File: src/rtl/mem_arbiter.sv
// Single-port memory arbiter between an instruction-fetch port and a data port.
// Data has priority; a starvation counter forces a fetch grant after STARVE_LIM data grants.
module mem_arbiter #(
    parameter int unsigned TIMEOUT    = 16,
    parameter int unsigned STARVE_LIM = 4
) (
    input  logic        clk,
    input  logic        rst,
    input  logic        i_req,
    input  logic [31:0] i_addr,
    output logic [31:0] i_rdata,
    output logic        i_ready,
    input  logic        d_req,
    input  logic        d_we,
    input  logic [31:0] d_addr,
    input  logic [31:0] d_wdata,
    output logic [31:0] d_rdata,
    output logic        d_ready,
    output logic        mem_en,
    output logic        mem_we,
    output logic [31:0] mem_addr,
    output logic [31:0] mem_wdata,
    input  logic [31:0] mem_rdata,
    input  logic        mem_ack,
    output logic        err,
    output logic        stall_if,
    output logic        stall_mem
);

    localparam int unsigned WAIT_W   = $clog2(TIMEOUT) + 1;
    localparam int unsigned STARVE_W = $clog2(STARVE_LIM + 1) + 1;
    localparam logic [31:0] ABORT_DATA = 32'hDEAD_BEEF;

    typedef enum logic [1:0] {IDLE, BUSY_I, BUSY_D, ABORT} state_t;

    state_t                state_q, state_d;
    logic                  mem_en_q, mem_en_d;
    logic                  mem_we_q, mem_we_d;
    logic [31:0]           mem_addr_q, mem_addr_d;
    logic [31:0]           mem_wdata_q, mem_wdata_d;
    logic [31:0]           i_rdata_q, i_rdata_d;
    logic [31:0]           d_rdata_q, d_rdata_d;
    logic                  i_ready_q, i_ready_d;
    logic                  d_ready_q, d_ready_d;
    logic                  err_q, err_d;
    logic [WAIT_W-1:0]     wait_q, wait_d;
    logic [STARVE_W-1:0]   starve_q, starve_d;

    logic                  starved;
    assign starved = (starve_q == STARVE_W'(STARVE_LIM));

    always_comb begin
        state_d     = state_q;
        mem_en_d    = mem_en_q;
        mem_we_d    = mem_we_q;
        mem_addr_d  = mem_addr_q;
        mem_wdata_d = mem_wdata_q;
        i_rdata_d   = i_rdata_q;
        d_rdata_d   = d_rdata_q;
        i_ready_d   = 1'b0;
        d_ready_d   = 1'b0;
        err_d       = 1'b0;
        wait_d      = wait_q;
        starve_d    = starve_q;

        case (state_q)
            IDLE: begin
                if (d_req && !(i_req && starved)) begin
                    state_d     = BUSY_D;
                    mem_en_d    = 1'b1;
                    mem_we_d    = d_we;
                    mem_addr_d  = d_addr;
                    mem_wdata_d = d_wdata;
                    wait_d      = '0;
                    // Count data grants only while a fetch is waiting.
                    if (!i_req) begin
                        starve_d = '0;
                    end else if (!starved) begin
                        starve_d = starve_q + STARVE_W'(1);
                    end
                end else if (i_req) begin
                    state_d     = BUSY_I;
                    mem_en_d    = 1'b1;
                    mem_we_d    = 1'b0;
                    mem_addr_d  = i_addr;
                    mem_wdata_d = '0;
                    wait_d      = '0;
                    starve_d    = '0;
                end
            end
            BUSY_I, BUSY_D: begin
                if (mem_ack) begin
                    state_d  = IDLE;
                    mem_en_d = 1'b0;
                    mem_we_d = 1'b0;
                    if (state_q == BUSY_I) begin
                        i_rdata_d = mem_rdata;
                        i_ready_d = 1'b1;
                    end else begin
                        if (!mem_we_q) d_rdata_d = mem_rdata;
                        d_ready_d = 1'b1;
                    end
                end else if (wait_q == WAIT_W'(TIMEOUT - 1)) begin
                    // Give up: complete the request with an error marker.
                    state_d  = ABORT;
                    mem_en_d = 1'b0;
                    mem_we_d = 1'b0;
                    err_d    = 1'b1;
                    if (state_q == BUSY_I) begin
                        i_rdata_d = ABORT_DATA;
                        i_ready_d = 1'b1;
                    end else begin
                        if (!mem_we_q) d_rdata_d = ABORT_DATA;
                        d_ready_d = 1'b1;
                    end
                end else begin
                    wait_d = wait_q + WAIT_W'(1);
                end
            end
            ABORT: begin
                state_d = IDLE;
            end
            default: begin
                state_d = IDLE;
            end
        endcase
    end

    always_ff @(posedge clk or negedge rst) begin
        if (!rst) begin
            state_q     <= IDLE;
            mem_en_q    <= 1'b0;
            mem_we_q    <= 1'b0;
            mem_addr_q  <= '0;
            mem_wdata_q <= '0;
            i_rdata_q   <= '0;
            d_rdata_q   <= '0;
            i_ready_q   <= 1'b0;
            d_ready_q   <= 1'b0;
            err_q       <= 1'b0;
            wait_q      <= '0;
            starve_q    <= '0;
        end else begin
            state_q     <= state_d;
            mem_en_q    <= mem_en_d;
            mem_we_q    <= mem_we_d;
            mem_addr_q  <= mem_addr_d;
            mem_wdata_q <= mem_wdata_d;
            i_rdata_q   <= i_rdata_d;
            d_rdata_q   <= d_rdata_d;
            i_ready_q   <= i_ready_d;
            d_ready_q   <= d_ready_d;
            err_q       <= err_d;
            wait_q      <= wait_d;
            starve_q    <= starve_d;
        end
    end

    assign mem_en    = mem_en_q;
    assign mem_we    = mem_we_q;
    assign mem_addr  = mem_addr_q;
    assign mem_wdata = mem_wdata_q;
    assign i_rdata   = i_rdata_q;
    assign d_rdata   = d_rdata_q;
    assign i_ready   = i_ready_q;
    assign d_ready   = d_ready_q;
    assign err       = err_q;
    assign stall_if  = i_req & ~i_ready_q;
    assign stall_mem = d_req & ~d_ready_q;

endmodule

File: config.mk
export PLATFORM = sky130hd
export DESIGN_NAME = mem_arbiter
export DESIGN_NICKNAME = d
export VERILOG_FILES = /design/src/rtl/mem_arbiter.sv
export SDC_FILE = /design/constraint.sdc
export NUM_CORES = 1
export LEC_CHECK = 0
export CAP_MARGIN = 15
export CORE_AREA = 3 3 150 152
export DETAILED_ROUTE_END_ITERATION = 16
export DIE_AREA = 0 0 153 155
export MAX_ROUTING_LAYER = met4
export PLACE_DENSITY_LB_ADDON = 0.3
export SLEW_MARGIN = 20
export SYNTH_ARGS = -nofsm -noshare
export SYNTH_HDL_FRONTEND = slang
export SYNTH_SLANG_ARGS = --single-unit
export TNS_END_PERCENT = 20
File: constraint.sdc
create_clock -name clk -period 2.3 [get_ports clk]
set_clock_uncertainty 0.1 [all_clocks]
set_input_delay 0.69 -clock clk [delete_from_list [all_inputs] [get_ports clk]]
set_output_delay 0.69 -clock clk [all_outputs]
set_load 0.005 [all_outputs]
# Word level (Yosys, flattened, before mapping)
# Cells that the tools add are included.
dict set report word_totals {
  reg_bits 144
  output_inout_bits 135
  elab_cells 92
}
dict set report classes {
  mux 47
  n_bitwise 6
  addsub 2
  reduce_logical 15
  n_eq_ne 10
}
# operator n
set ops {}
lappend ops {{two-way mux 32 bit} 14}
lappend ops {{two-way mux 5 bit} 4}
lappend ops {{two-way mux 1 bit} 17}
lappend ops {{two-way mux 4 bit} 4}
lappend ops {{case mux 5 bit (2 select lines)} 1}
lappend ops {{inequality test 3 bit, second input constant} 3}
lappend ops {{AND reduction 3 bit} 3}
lappend ops {{two-way mux 2 bit} 4}
lappend ops {{AND reduction 4 bit} 2}
lappend ops {{case mux 2 bit (3 select lines)} 1}
lappend ops {{nonzero test 2 bit} 3}
lappend ops {{adder 5 x 1 -> 5 bit, second input constant} 1}
lappend ops {{equality test 5 x 4 -> 1 bit, second input constant} 1}
lappend ops {{adder 4 x 1 -> 4 bit, second input constant} 1}
lappend ops {{equality test 2 bit, second input constant} 2}
lappend ops {{equality test 4 x 3 -> 1 bit, second input constant} 1}
lappend ops {{inequality test 2 bit, second input constant} 2}
lappend ops {{inverter 1 bit} 4}
lappend ops {{case mux 1 bit (2 select lines)} 2}
lappend ops {{AND reduction 2 bit} 2}
lappend ops {{AND 1 bit} 2}
lappend ops {{equality test 2 x 1 -> 1 bit, second input constant} 1}
lappend ops {{logical AND 1 bit} 2}
lappend ops {{zero test 2 bit} 1}
lappend ops {{2 further kinds} 2}

# Logic depth before layout (Yosys ltp)
# Gate-level depths: netlist (run 1).
dict set report depth {
  depth_word 6
  depth_mapped 8
  ltp_nobuf 6
}

# Worst setup path after synthesis (run 1)
# Ideal clock, no wire load.
dict set report synth_path {
  kind {input port to output port}
  start {in d_req}
  end {out stall_mem}
  arrival_ps 1284
  required_ps 1510
  path_slack_ps 226
  cell_stages 3
  cell_sequence {buf_2 -> clkbuf_1 -> nor2b_1}
}
dict set report synth_between {
  elab_chain_len 1
}
# item line
set synth_rtl {}
lappend synth_rtl {{start, declared} 13} ;# input logic d_req,
lappend synth_rtl {{AND 1 bit} 169} ;# assign stall_mem = d_req & ~d_ready_q;
lappend synth_rtl {{end, declared} 27} ;# output logic stall_mem
# No other way between the ends.

# Worst setup path after layout (run 1)
dict set report layout_path {
  start {reg mem_we_q (netlist: mem_we)}
  end {out mem_we}
}
# item line
set layout_rtl {}
lappend layout_rtl {{start, declared} 38} ;# logic mem_we_q, mem_we_d;
lappend layout_rtl {{start signal, assigned} 146} ;# mem_we_q <= mem_we_d;
lappend layout_rtl {{end, declared} 20} ;# output logic mem_we,
# No word-level cell between the ends.

==> impl_results.md, run 1 <==
- Total global-route track usage: about 16%
- Cell-by-cell listing of the critical path: clkdlybuf4s50_1
- Measured slew at the worst slew-check pin: 451 ps
- Max stage delay on crit path: just under 600 ps
- Result of the run: completed
- Gate power share: between 40% and 50%
- Die extent in x: between 150 and 200 um
- Yosys warns: 0
- Number of buffers created by CTS: 17
- Initial Utilization: a little under a third
- Number of endpoints with negative hold slack in the final report: 0
- Core region area: 21,200 um^2
- Overall die area: approximately 24,000 um^2
- Power density of the placed cells: around 1300 nW/um^2
- Number of fill cells in the layout: 2,011
- Clk network pwr share: 21.0%
- Share of cells above drive strength 1: 15.3%
- Worst Path Buf+Inv: 1
- Vias in the first global route: ~5.7k
- Number of pins exceeding their max-slew limit in the final report: 0
- Count of final setup violators: 0
- Number of nets in the layout: 1,013
- Buffers added on ports: 268
- Iter 0 DRT Violations: between 200 and 250
- Drt drc: 0
- Relative max-transition margin: 69.9%
- Most frequently used cell type in the post-synthesis netlist: sky130_fd_sc_hd__dfrtp_1
- Average detailed-routed wire length per instance: around 16 um
- Unrepaired setup endpoints after global routing: no
- Core occupancy in the finished layout: 48.4%
- Proportion of total power due to net switching: 31.8%
- Fin crit period: 2250 ps
- Fin area: 10,200 um^2
- Cell type of the slowest stage on the worst timing path: sky130_fd_sc_hd__clkdlybuf4s50_1
- Worst supply voltage drop on vdd: 0.486 mV
- Average vias per placed instance: 4.69
- Root cell of the clock tree: sky130_fd_sc_hd__clkbuf_16
- First-pass GRT wire length: 30.4 mm
- Worst setup slack after layout: 48.5 ps
- Final HPWL from detailed placement: 13.2 mm
- Commonest register cell after synthesis: sky130_fd_sc_hd__dfrtp_1
- Power share of the sequential group: about a third
- Dominant cells by area after synthesis: sky130_fd_sc_hd__dfrtp_1 56%, sky130_fd_sc_hd__mux2_2 9.4%, sky130_fd_sc_hd__nand2_1 8.1%, sky130_fd_sc_hd__o211ai_1 3.9%, sky130_fd_sc_hd__o21ai_0 3.4%
- CTS tree: yes
- I/O pins: 269
- Commonest cells in the synthesized netlist: 144 x sky130_fd_sc_hd__dfrtp_1, 137 x sky130_fd_sc_hd__nand2_1, 53 x sky130_fd_sc_hd__mux2_2
- Placed cell areas: roughly 9600 um^2
- Total global routing overflow: 0
- Hold Buf Count CTS: 0
- Post-route ant nets: 0
- Ys async rst share: 100%
- Aggregate routed wire length: 19.0 mm
- Cell count after synthesis: about 590
- Count of unique library cells instantiated by Yosys: 43
- Sw power: about 4.1 mW
- Leakage power of the design: about 4.2 nW
- Family of cells with the greatest summed delay on the critical path: buffers and inverters
- Seq. cell area: 3600 um^2
- Total area of multi-input combinational cells: 2520 um^2
- Maximum number of pins on one net before global-route repair: 60
- Total of max-cap violations: 0
- Yosys top cell area share: 56.5%
- Initial antenna violation count: 0
- Crit. End Element: output port
- CP arrival: 1460 ps
- Clock insertion delay at the later pin of the skew report: 410 ps
- Number of synthesized flops with an enable pin: 0
- Final worst-path cycle share: a little over nine tenths
- Final total negative setup slack: 0 ps
- Final antenna diode count: 0
- First-pass detailed-route iteration total: 4
- Register bit count reported by yosys: 144
- Max FO, Critical Path: 3
- Final Wtd Congestion: around 0.79
- Post-Place Setup Slack: -424 ps
- Average cell area after synthesis: about 11 um^2
- Yosys top cell by area: sky130_fd_sc_hd__dfrtp_1
- Num rows: 53
- Maximum frequency from static timing analysis: 0.444 GHz
- Area delta synth->final: 60.3%
- Area of the mapped netlist: 6380 um^2
- Sink Count: 144
- Int Pwr: 8.82 mW
- Overall via count from detail_route: 5,438
- WS Path Type: flop to output port
- CP Data Required Time: between 1500 and 2000 ps
- Nature of the critical path startpoint: flop
- Maximum buffer depth of the clock tree: 2
- Path class of the lowest-slack min-delay path: input pin to asynchronous set/reset pin
- Vertical extent of the die: 155 um
- Clock slew seen by the registers of the worst setup and hold paths: roughly 60 ps
- Share of synthesized area occupied by flip-flops and latches: 56.5%
- Deepest level of the CTS H-tree: 4
- Syn_nets: 733
-- power groups by stage --
| stage | Sequential (mW) | Combinational (mW) | Clock [mW] |
|---|---|---|---|
| floorplan | 4.37 | 2.40 | 0 |
| global placement | 4.29 | 5.85 | 0 |
| detailed placement | 4.32 | 5.92 | 0 |
| CTS | 4.30 | 5.93 | 2.83 |
| global route | 4.46 | 6.49 | 2.92 |
| finish | 4.29 | 5.92 | 2.72 |
-- logic make-up after synthesis --
kind of cell               share of synthesized area, %
adders and majority gates                          1.37
and+or+nand+nor                                    17.1
AOI/OAI and AO/OA                                  9.88
DFF                                                56.5
muxes                                              10.6
buffers and inverters                              4.57
-- cells in the final DEF, fill, tap and decap left out, drive strengths merged, types with 7 or more instances in the layout --
cell             n
clkbuf          21
mux2            53
nand2          137
mux2i            8
o211ai          33
ha               7
clkdlybuf4s50  264
nand4           32
nor2b            9
buf             38
inv             17
and2             8
o21ai           45
nand2b          19
dfrtp          144
-- per-stage QoR --
step | std cells | power [mW] | hold slack, ps
after detailed placement | 1123 | 10.2 | 369
after global placement | 1123 | 10.1 | 361
after CTS | 1154 | 13.1 | 7.35
after global routing | 1159 | 13.9 | 18.8
final | 1159 | 12.9 | 21.2
after floorplan | 592 | 6.77 | 294
-- routing by layer --
layer / GRT usage, % / up-vias / share of wire, %
met5: - / - / 0
met4: 4.67 / 0 / 1.7
met3: 4.98 / 26 / 6.2
met2: 26.2 / 206 / 46
met1: 20.1 / 2596 / 46
li1: - / 2610 / -
-- registers in the layout, summed over array words and instances (netlist names) --
name,flops
d_rdata,32
i_rdata,32
mem_addr,32
mem_wdata,32
wait_q,5
starve_q,4
state_q,2
d_ready,1
err,1
i_ready,1
mem_en,1
mem_we,1
-- final cells by class --
| cell class | count | area share (%) |
|---|---|---|
| clock inverter | 12 | 1.32 |
| multi-input combinational | 388 | 24.6 |
| clock buffer | 19 | 4.33 |
| inverter | 15 | 0.550 |
| tap | 275 | 3.36 |
| timing repair buffer | 306 | 30.6 |
| sequential | 144 | 35.2 |
-- what timing repair did --
action | 4_1_cts | 5_1_grt
pin swaps | 0 | 1
setup buffers | 0 | 2
cloned | 0 | 3
endpoints found under the setup margin | 2 | 9
gates resized for setup | 10 | 8
-- final timing paths --
kind	start	depth (start not counted)	slack [ps]	end
worst max-delay path	mem_we	1	50	mem_we
worst min-delay path	rst	1	20	d_rdata[0]
worst max register to register	wait_q[0]	7	70	i_rdata[21]
worst min register to register	mem_wdata[31]	2	370	mem_wdata[31]
max in group asynchronous	rst	2	1470	mem_wdata[17]
min in group clk	mem_wdata[31]	2	370	mem_wdata[31]
Power figures use the tool's default switching activity.
==> run 2: changes to the inputs <==
CORE_AREA = 4 4 151 153   (was 3 3 150 152)
DIE_AREA = 0 0 155 157   (was 0 0 153 155)
==> run 2 against run 1 <==
Register-to-register slack improved by 30 ps; final cell count increased by 0.95%; clock power increased by 8.5%; global-route usage decreased by 0.31 points; die area increased by 2.6%; utilization decreased by 0.81 points.
==> impl_results.md, run 2 (synthesized netlist as in run 1, its figures left out) <==
- Aggregate routed wire length: around 19 mm
- CP arrival: 2400 ps
- Crit. End Element: flop
- Count of final setup violators: 0
- Share of cells above drive strength 1: about 16%
- Launch point of the worst reg-to-reg path: wait_q[0]
- Path class of the lowest-slack min-delay path: input pin to asynchronous set/reset pin
- Number of buffers created by CTS: 17
- Number of nets in the layout: between 1k and 1.5k
- Initial Utilization: between 20 and 30%
- Vias in the first global route: 5,572
- Deepest level of the CTS H-tree: 4
- Core occupancy in the finished layout: 47.6%
- Leakage power of the design: 4.24 nW
- Overall via count from detail_route: between 5k and 6k
- Overall die area: between 20,000 and 25,000 um^2
- Unrepaired setup endpoints after global routing: no
- Final HPWL from detailed placement: 13.8 mm
- WS Path Type: flop to flop
- Core region area: 21,600 um^2
- Initial antenna violation count: 1
- Clock slew seen by the registers of the worst setup and hold paths: roughly 70 ps
- Root cell of the clock tree: sky130_fd_sc_hd__clkbuf_16
- Num rows: 54
- Flop2flop setup slack: 100 ps
- Total of max-cap violations: 0
- CTS tree: yes
- Depth of the most critical reg-to-reg path: 7
- Relative max-transition margin: 74.6%
- Power density of the placed cells: 1280 nW/um^2
- Maximum frequency from static timing analysis: around 0.46 GHz
- Worst R2R End: i_rdata[24]
- Result of the run: completed
- Final Wtd Congestion: 0.740
- Area delta synth->final: 60.6%
- Clock insertion delay at the later pin of the skew report: 410 ps
- Iter 0 DRT Violations: 239
- Smallest hold slack: 73.2 ps
- Post-route ant nets: 0
- Most common library cell in the layout ignoring fill and taps: sky130_fd_sc_hd__clkdlybuf4s50_1
- Final worst-path cycle share: 95.6%
- First-pass GRT wire length: 30.2 mm
- Vertical extent of the die: 157 um
- Total global routing overflow: 0
- Average vias per placed instance: around 4.6
- Die extent in x: 155 um
- I/O pins: 269
- Fin crit period: 2200 ps
- Most frequent cells in the layout: 263 x sky130_fd_sc_hd__clkdlybuf4s50_1, 144 x sky130_fd_sc_hd__dfrtp_1, 137 x sky130_fd_sc_hd__nand2_1
- Drt drc: 0
- Max FO, Critical Path: 15
- Number of pins exceeding their max-slew limit in the final report: 0
- Maximum buffer depth of the clock tree: 2
- First-pass detailed-route iteration total: 4
- Number of endpoints with negative hold slack in the final report: 0
- Average detailed-routed wire length per instance: around 16 um
- Nature of the critical path startpoint: flop
- CP Data Required Time: 2500 ps
- Measured slew at the worst slew-check pin: 381 ps
- Sink Count: ~140
- Maximum number of pins on one net before global-route repair: 47
- Worst supply voltage drop on vdd: 0.536 mV
- Buffers added on ports: between 200 and 300
- Total global-route track usage: 16.0%
[run 2: worst max path at each step]
stage                          from          end
after floorplan               d_req    stall_mem
after global placement        i_req     stall_if
after detailed placement      i_req     stall_if
after CTS                    mem_we       mem_we
after global routing      wait_q[0]  i_rdata[24]
final                     wait_q[0]  i_rdata[24]
[run 2: final cells by class]
cell class                      count  area (um^2)
Multi-Input combinational cell    388         2500
Antenna cell                        2         5.00
Sequential cell                   144         3600
Clock inverter                     14          193
Inverter                           15         56.3
Tap cell                          280          350
Clock buffer                       18          429
Fill cell                        1994        11300
Timing Repair Buffer              309         3110
[run 2: stage by stage]
step / power, mW / cell area, um^2 / cells / worst slack, ps / TNS, ps
floorplan: 6.77 / 6380 / 592 / 226 / 0
CTS: 13.3 / 10200 / 1166 / 80.4 / 0
finish: 13.1 / 10200 / 1170 / 102 / 0
global placement: 10.2 / 9580 / 1134 / -438 / -16190
detailed placement: 10.3 / 9580 / 1134 / -414 / -17260
global route: 14.0 / 10200 / 1169 / 41.0 / 0
[run 2: repair_timing]
action,CTS,global route
resized for setup,9,6
setup buffers,0,1
pin swaps,0,1
gates cloned,0,1
endpoints found under the setup margin,2,2
hold buffers,0,0
[run 2: worst max-delay path, cell delays in order, from the launching register on]
cell and delay (ps):
sky130_fd_sc_hd__dfrtp_1 410, sky130_fd_sc_hd__ha_2 210, sky130_fd_sc_hd__and3_1 180, sky130_fd_sc_hd__ha_2 200, sky130_fd_sc_hd__o211ai_1 290, sky130_fd_sc_hd__buf_4 200
sky130_fd_sc_hd__buf_12 150, sky130_fd_sc_hd__mux2_2 340
[run 2: per-layer routing]
metal | track usage, % | routed length (um)
met1 | 19.6 | 8420
met2 | 26.3 | 9510
met3 | 4.07 | 1050
met4 | 4.75 | 272
met5 | - | 0
[run 2: power by group]
group | switching (mW) | leakage, nW | total [mW] | internal, mW
Combinational | 2.40 | 2.19 | 5.87 | 3.47
Sequential | 0.605 | 1.74 | 4.28 | 3.68
Clock | 1.19 | 0.303 | 2.95 | 1.75
==> patch 1 (settings of run 1) <==
Change the parameter `STARVE_LIM` from 4 to 8.
--- a/src/rtl/mem_arbiter.sv
+++ b/src/rtl/mem_arbiter.sv
@@ -3,5 +3,5 @@
 module mem_arbiter #(
     parameter int unsigned TIMEOUT    = 16,
-    parameter int unsigned STARVE_LIM = 4
+    parameter int unsigned STARVE_LIM = 8
 ) (
     input  logic        clk,
Behaviour: no difference found for any inputs over 4 cycles, from zero or initial values and one cycle with rst low; that may be too few to reach the edited logic, so the function may still have changed.
==> patch 1 against run 1 <==
- routed wire length increased by 7.2%
- synthesized area increased by 9.5%
- global-route usage increased by 1.2 points
- critical endpoint is now wait_q[3]
- die area unchanged
- count of clock-buffer cells in the layout unchanged
- largest cell class unchanged
- largest power group unchanged
- non-clock buffer count decreased by 7
- sequential cell count increased by 1
- design area increased by 4.8%
- total power decreased by 2.8%
- setup slack improved by 0.082 ns
- highest routed layer unchanged
==> patch 1: results (changes against run 1) <==
yosys:
  syn_nets: 858  # +17%
  synth_fa_ha_area_frac: 0.0125  # -0.00119
  synth_cell_type_count: 46  # +7.0%
  synthCells: 717  # +21%
  synth-compound-area-share: 0.151  # +0.0523
  yosysSeqAreaShare: 0.519  # -0.0456
  ys_top_cells_by_count: "145 x dfrtp_1, 140 x nand2_1, 52 x mux2_2"
  synthTopCellsByArea: "dfrtp_1 52%, mux2_2 8.4%, nand2_1 7.5%"
  muxShareOfSynthArea: 0.0924  # -0.0137
  synthXorXnorAreaFrac: 0.00125  # +0.00125
  synth_top_area_share: 0.519  # -0.0456
detailed_routing:
  met3_length_um: 1660  # +42%
  drt_iter0_drc: 306  # +30%
  wl_met2_um: 9480  # +7.9%
  dr.pass1.iters: 6  # +2
  routed_via_density: 4.75  # +1.1%
global_routing:
  grt_pass1_wl_um: 32900  # +7.9%
  grt_max_degree: 52  # -13%
  grt_pass1_vias: 6048  # +5.8%
  grt_use_total: 0.176  # +0.0124
worst_setup_path:
  cp_max_fo: 5  # +2
  rrSetupSlack_ns: 0.13  # +0.06 ns
  crit_arrival_ns: 2.42  # +0.96 ns
  crit_family: "simple AND/OR/NAND/NOR gates"
  max_stage_delay_ns: 0.52  # -0.07 ns
  crit_start: "wait_q[0]"
  endpoint: "wait_q[3]"
  slowest_stage: "or4_1"
  reg2reg_depth: 6  # -1
  cp-end-kind: "flop"
place:
  place_area_um2: 10100  # +6.1%
  dpl.hpwl_um: 14300  # +8.2%
  place_congestion: 0.852  # +7.5%
final_layout:
  nets: 1120  # +11%
  final_cells: 1267  # +9.3%
  antenna_cells: 0  # unchanged
  drive_above_1_share: 0.127  # -0.0257
power_and_ir_drop:
  switchingPower_mw: 3.91  # -5.0%
  p_leak_nw: 4.57  # +8.5%
  switching_share: 0.311  # -0.00705
  vdd_drop_max_mv: 0.563  # +16%
  comb-power_mw: 5.61  # -5.2%
clock_tree:
  path_clk_slew_ns: 0.06  # about the same
  htreeDepth: 4  # unchanged
timing:
  tightest_slew_ns: 0.515  # +0.0631 ns
run_status:
  outcome: "complete, no violations"
## patch 1: logic make-up (layout without fill, tap and decap cells)
kind of cell,count (synthesis),count (layout)
buffers and inverters,107,382
multiplexers,58,58
AO/OA/AOI/OAI,166,166
adder cells (fa/ha/maj),7,7
flip-flops,145,145
XOR/XNOR,1,1
AND/OR/NAND/NOR,233,233
## patch 1: how the worst min path moves through the flow
stage,start,endpoint,slack (ns),depth (start not counted)
final,rst,mem_wdata[21],0.08,1
after global routing,rst,mem_wdata[19],0.11,1
after CTS,rst,mem_wdata[21],0.10,1
after detailed placement,mem_wdata[16],mem_wdata[16],0.37,2
after global placement,mem_wdata[22],mem_wdata[22],0.36,2
after floorplan,rst,d_rdata[0],0.29,0
## patch 1: stage by stage
step / worst slack [ns] / utilization / hold slack [ns]
final: 0.131 / 0.507 / 0.0837
after CTS: 0.0183 / 0.507 / 0.104
after global placement: -0.0872 / 0.479 / 0.361
after floorplan: 0.0224 / - / 0.294
after global routing: 0.0273 / 0.507 / 0.108
after detailed placement: -0.125 / 0.479 / 0.370
## patch 1: repair_timing
item / 4_1_cts / 5_1_grt
endpoints found under the setup margin: 2 / 7
pin swaps: 1 / 0
hold buffers: 0 / 0
resized for setup: 3 / 2
setup buffers: 0 / 0
endpoints found under the hold margin: 0 / 0
## patch 1: area by class of cell
type                    count  area (um2)
clock inverters            13         124
inverters                  51         191
fillers                  1955       10400
well taps                 275         344
clock buffers              19         453
flip-flops and latches    145        3630
repair buffers            299        3030
multi-input cells         465        2950
## patch 1: metal layers
layer,global-route usage,up-vias
met5,-,-
met4,0.0437,0
met3,0.0656,21
met2,0.271,199
met1,0.221,2843
li1,-,2950
==> patch 2 (config.mk and constraints of run 1) <==
Made on the original files. Encoding of `state_t`: now Gray code (2 bits for 4 states).
--- a/src/rtl/mem_arbiter.sv
+++ b/src/rtl/mem_arbiter.sv
@@ -32,5 +32,5 @@
     localparam logic [31:0] ABORT_DATA = 32'hDEAD_BEEF;
 
-    typedef enum logic [1:0] {IDLE, BUSY_I, BUSY_D, ABORT} state_t;
+    typedef enum logic [1:0] {IDLE = 2'b00, BUSY_I = 2'b01, BUSY_D = 2'b11, ABORT = 2'b10} state_t;
 
     state_t                state_q, state_d;
Check against the original RTL: no difference found for any inputs over 4 cycles, from zero or initial values and one cycle with rst low; so few cycles prove little.
==> patch 2 against run 1 <==
- synthesized area about the same
- non-clock buffer count is 7 lower
- count of clock-buffer cells in the layout fell by 2
- routed wire length up 7.2%
- total power is 6.8% lower
- setup slack gained 0.028 ns
- design area fell by 1.3%
- largest power group unchanged
- sequential cell count did not move
==> patch 2: results (changes against run 1) <==
yosys:
  synth_cell_type_count: 38  # -12%
  ys_top_cells_by_count: "144 x dfrtp_1, 67 x nand3_1, 51 x o21ai_0"
  synth-compound-area-share: 0.133  # +0.0340
  muxShareOfSynthArea: 0.104  # -0.00208
  synthTopCellsByArea: "dfrtp_1 57%, mux2_2 8.8%, nand3_1 5.3%"
  syn_nets: 699  # -4.6%
  yosysSeqAreaShare: 0.565  # about the same
  synth_fa_ha_area_frac: 0.00785  # -0.00588
power_and_ir_drop:
  vdd_drop_max_mv: 0.506  # +4.2%
  p_leak_nw: 3.98  # -5.7%
die:
  die_area_um2: 23700  # unchanged
place:
  place_ws_ns: -0.390  # +0.0339 ns
  place_congestion: 0.845  # +6.7%
  place_area_um2: 9550  # -0.10%
  dpl.cell_count: 1083  # -3.6%
  dpl.hpwl_um: 14000  # +5.8%
worst_setup_path:
  reg2reg_depth: 8  # +1
  crit_arrival_ns: 1.43  # -0.03 ns
  rrSetupSlack_ns: 0.15  # +0.08 ns
  reg2reg_to: "d_rdata[11]"
clock_tree:
  insertion_delay_ns: 0.42
  cts-resized-gates: 8  # -2
global_routing:
  grt_use_total: 0.177  # +0.0137
  grt_pass1_vias: 5826  # +2.0%
  grt_pass1_wl_um: 32700  # +7.3%
final_layout:
  buffers: 299  # -2.3%
  nNonClkInverters: 14  # -1
  antenna_cells: 0  # unchanged
  multi_input_area_um2: 2490  # -1.0%
  multi_input_comb_cells: 351  # -9.5%
  drive_above_1_share: 0.148  # -0.00492
  n_fill_cell: 1962  # -2.4%
  syn_to_final_growth_pct: 58.3
run_status:
  outcome: "complete, no violations"
timing:
  whs_ns: 0.0968  # +0.0756 ns
detailed_routing:
  routed_via_density: 5.00  # +6.5%
  dr.pass1.iters: 5  # +1
  dr_total_vias: 5568  # +2.4%
  post_drt_wl_per_cell_um: 18.3  # +12%
==> patch 2: metal layers <==
layer / routed length, um / part of all wire / GRT usage / vias up
met3: 1760 / 0.086 / 0.0656 / 18
li1: - / - / - / 2590
met4: 283 / 0.014 / 0.0505 / 0
met5: 0 / 0 / - / -
met2: 9140 / 0.45 / 0.264 / 237
met1: 9180 / 0.45 / 0.228 / 2723
==> patch 2: worst max path at each step <==
| stage | from | end | slack, ns | cells past startpoint |
|---|---|---|---|---|
| after floorplan | d_req | stall_mem | 0.22 | 3 |
| after global placement | d_req | stall_mem | -0.40 | 3 |
| after detailed placement | d_req | stall_mem | -0.39 | 3 |
| after CTS | mem_we | mem_we | 0.04 | 1 |
| after global routing | wait_q[0] | d_rdata[2] | 0.009 | 9 |
| final | mem_we | mem_we | 0.08 | 1 |
==> patch 2: report_power, final <==
| group | switching (mW) | internal, mW |
|---|---|---|
| clock | 1.20 | 1.41 |
| sequential | 0.603 | 3.62 |
| combinational | 2.11 | 3.11 |
| total | 3.92 | 8.14 |
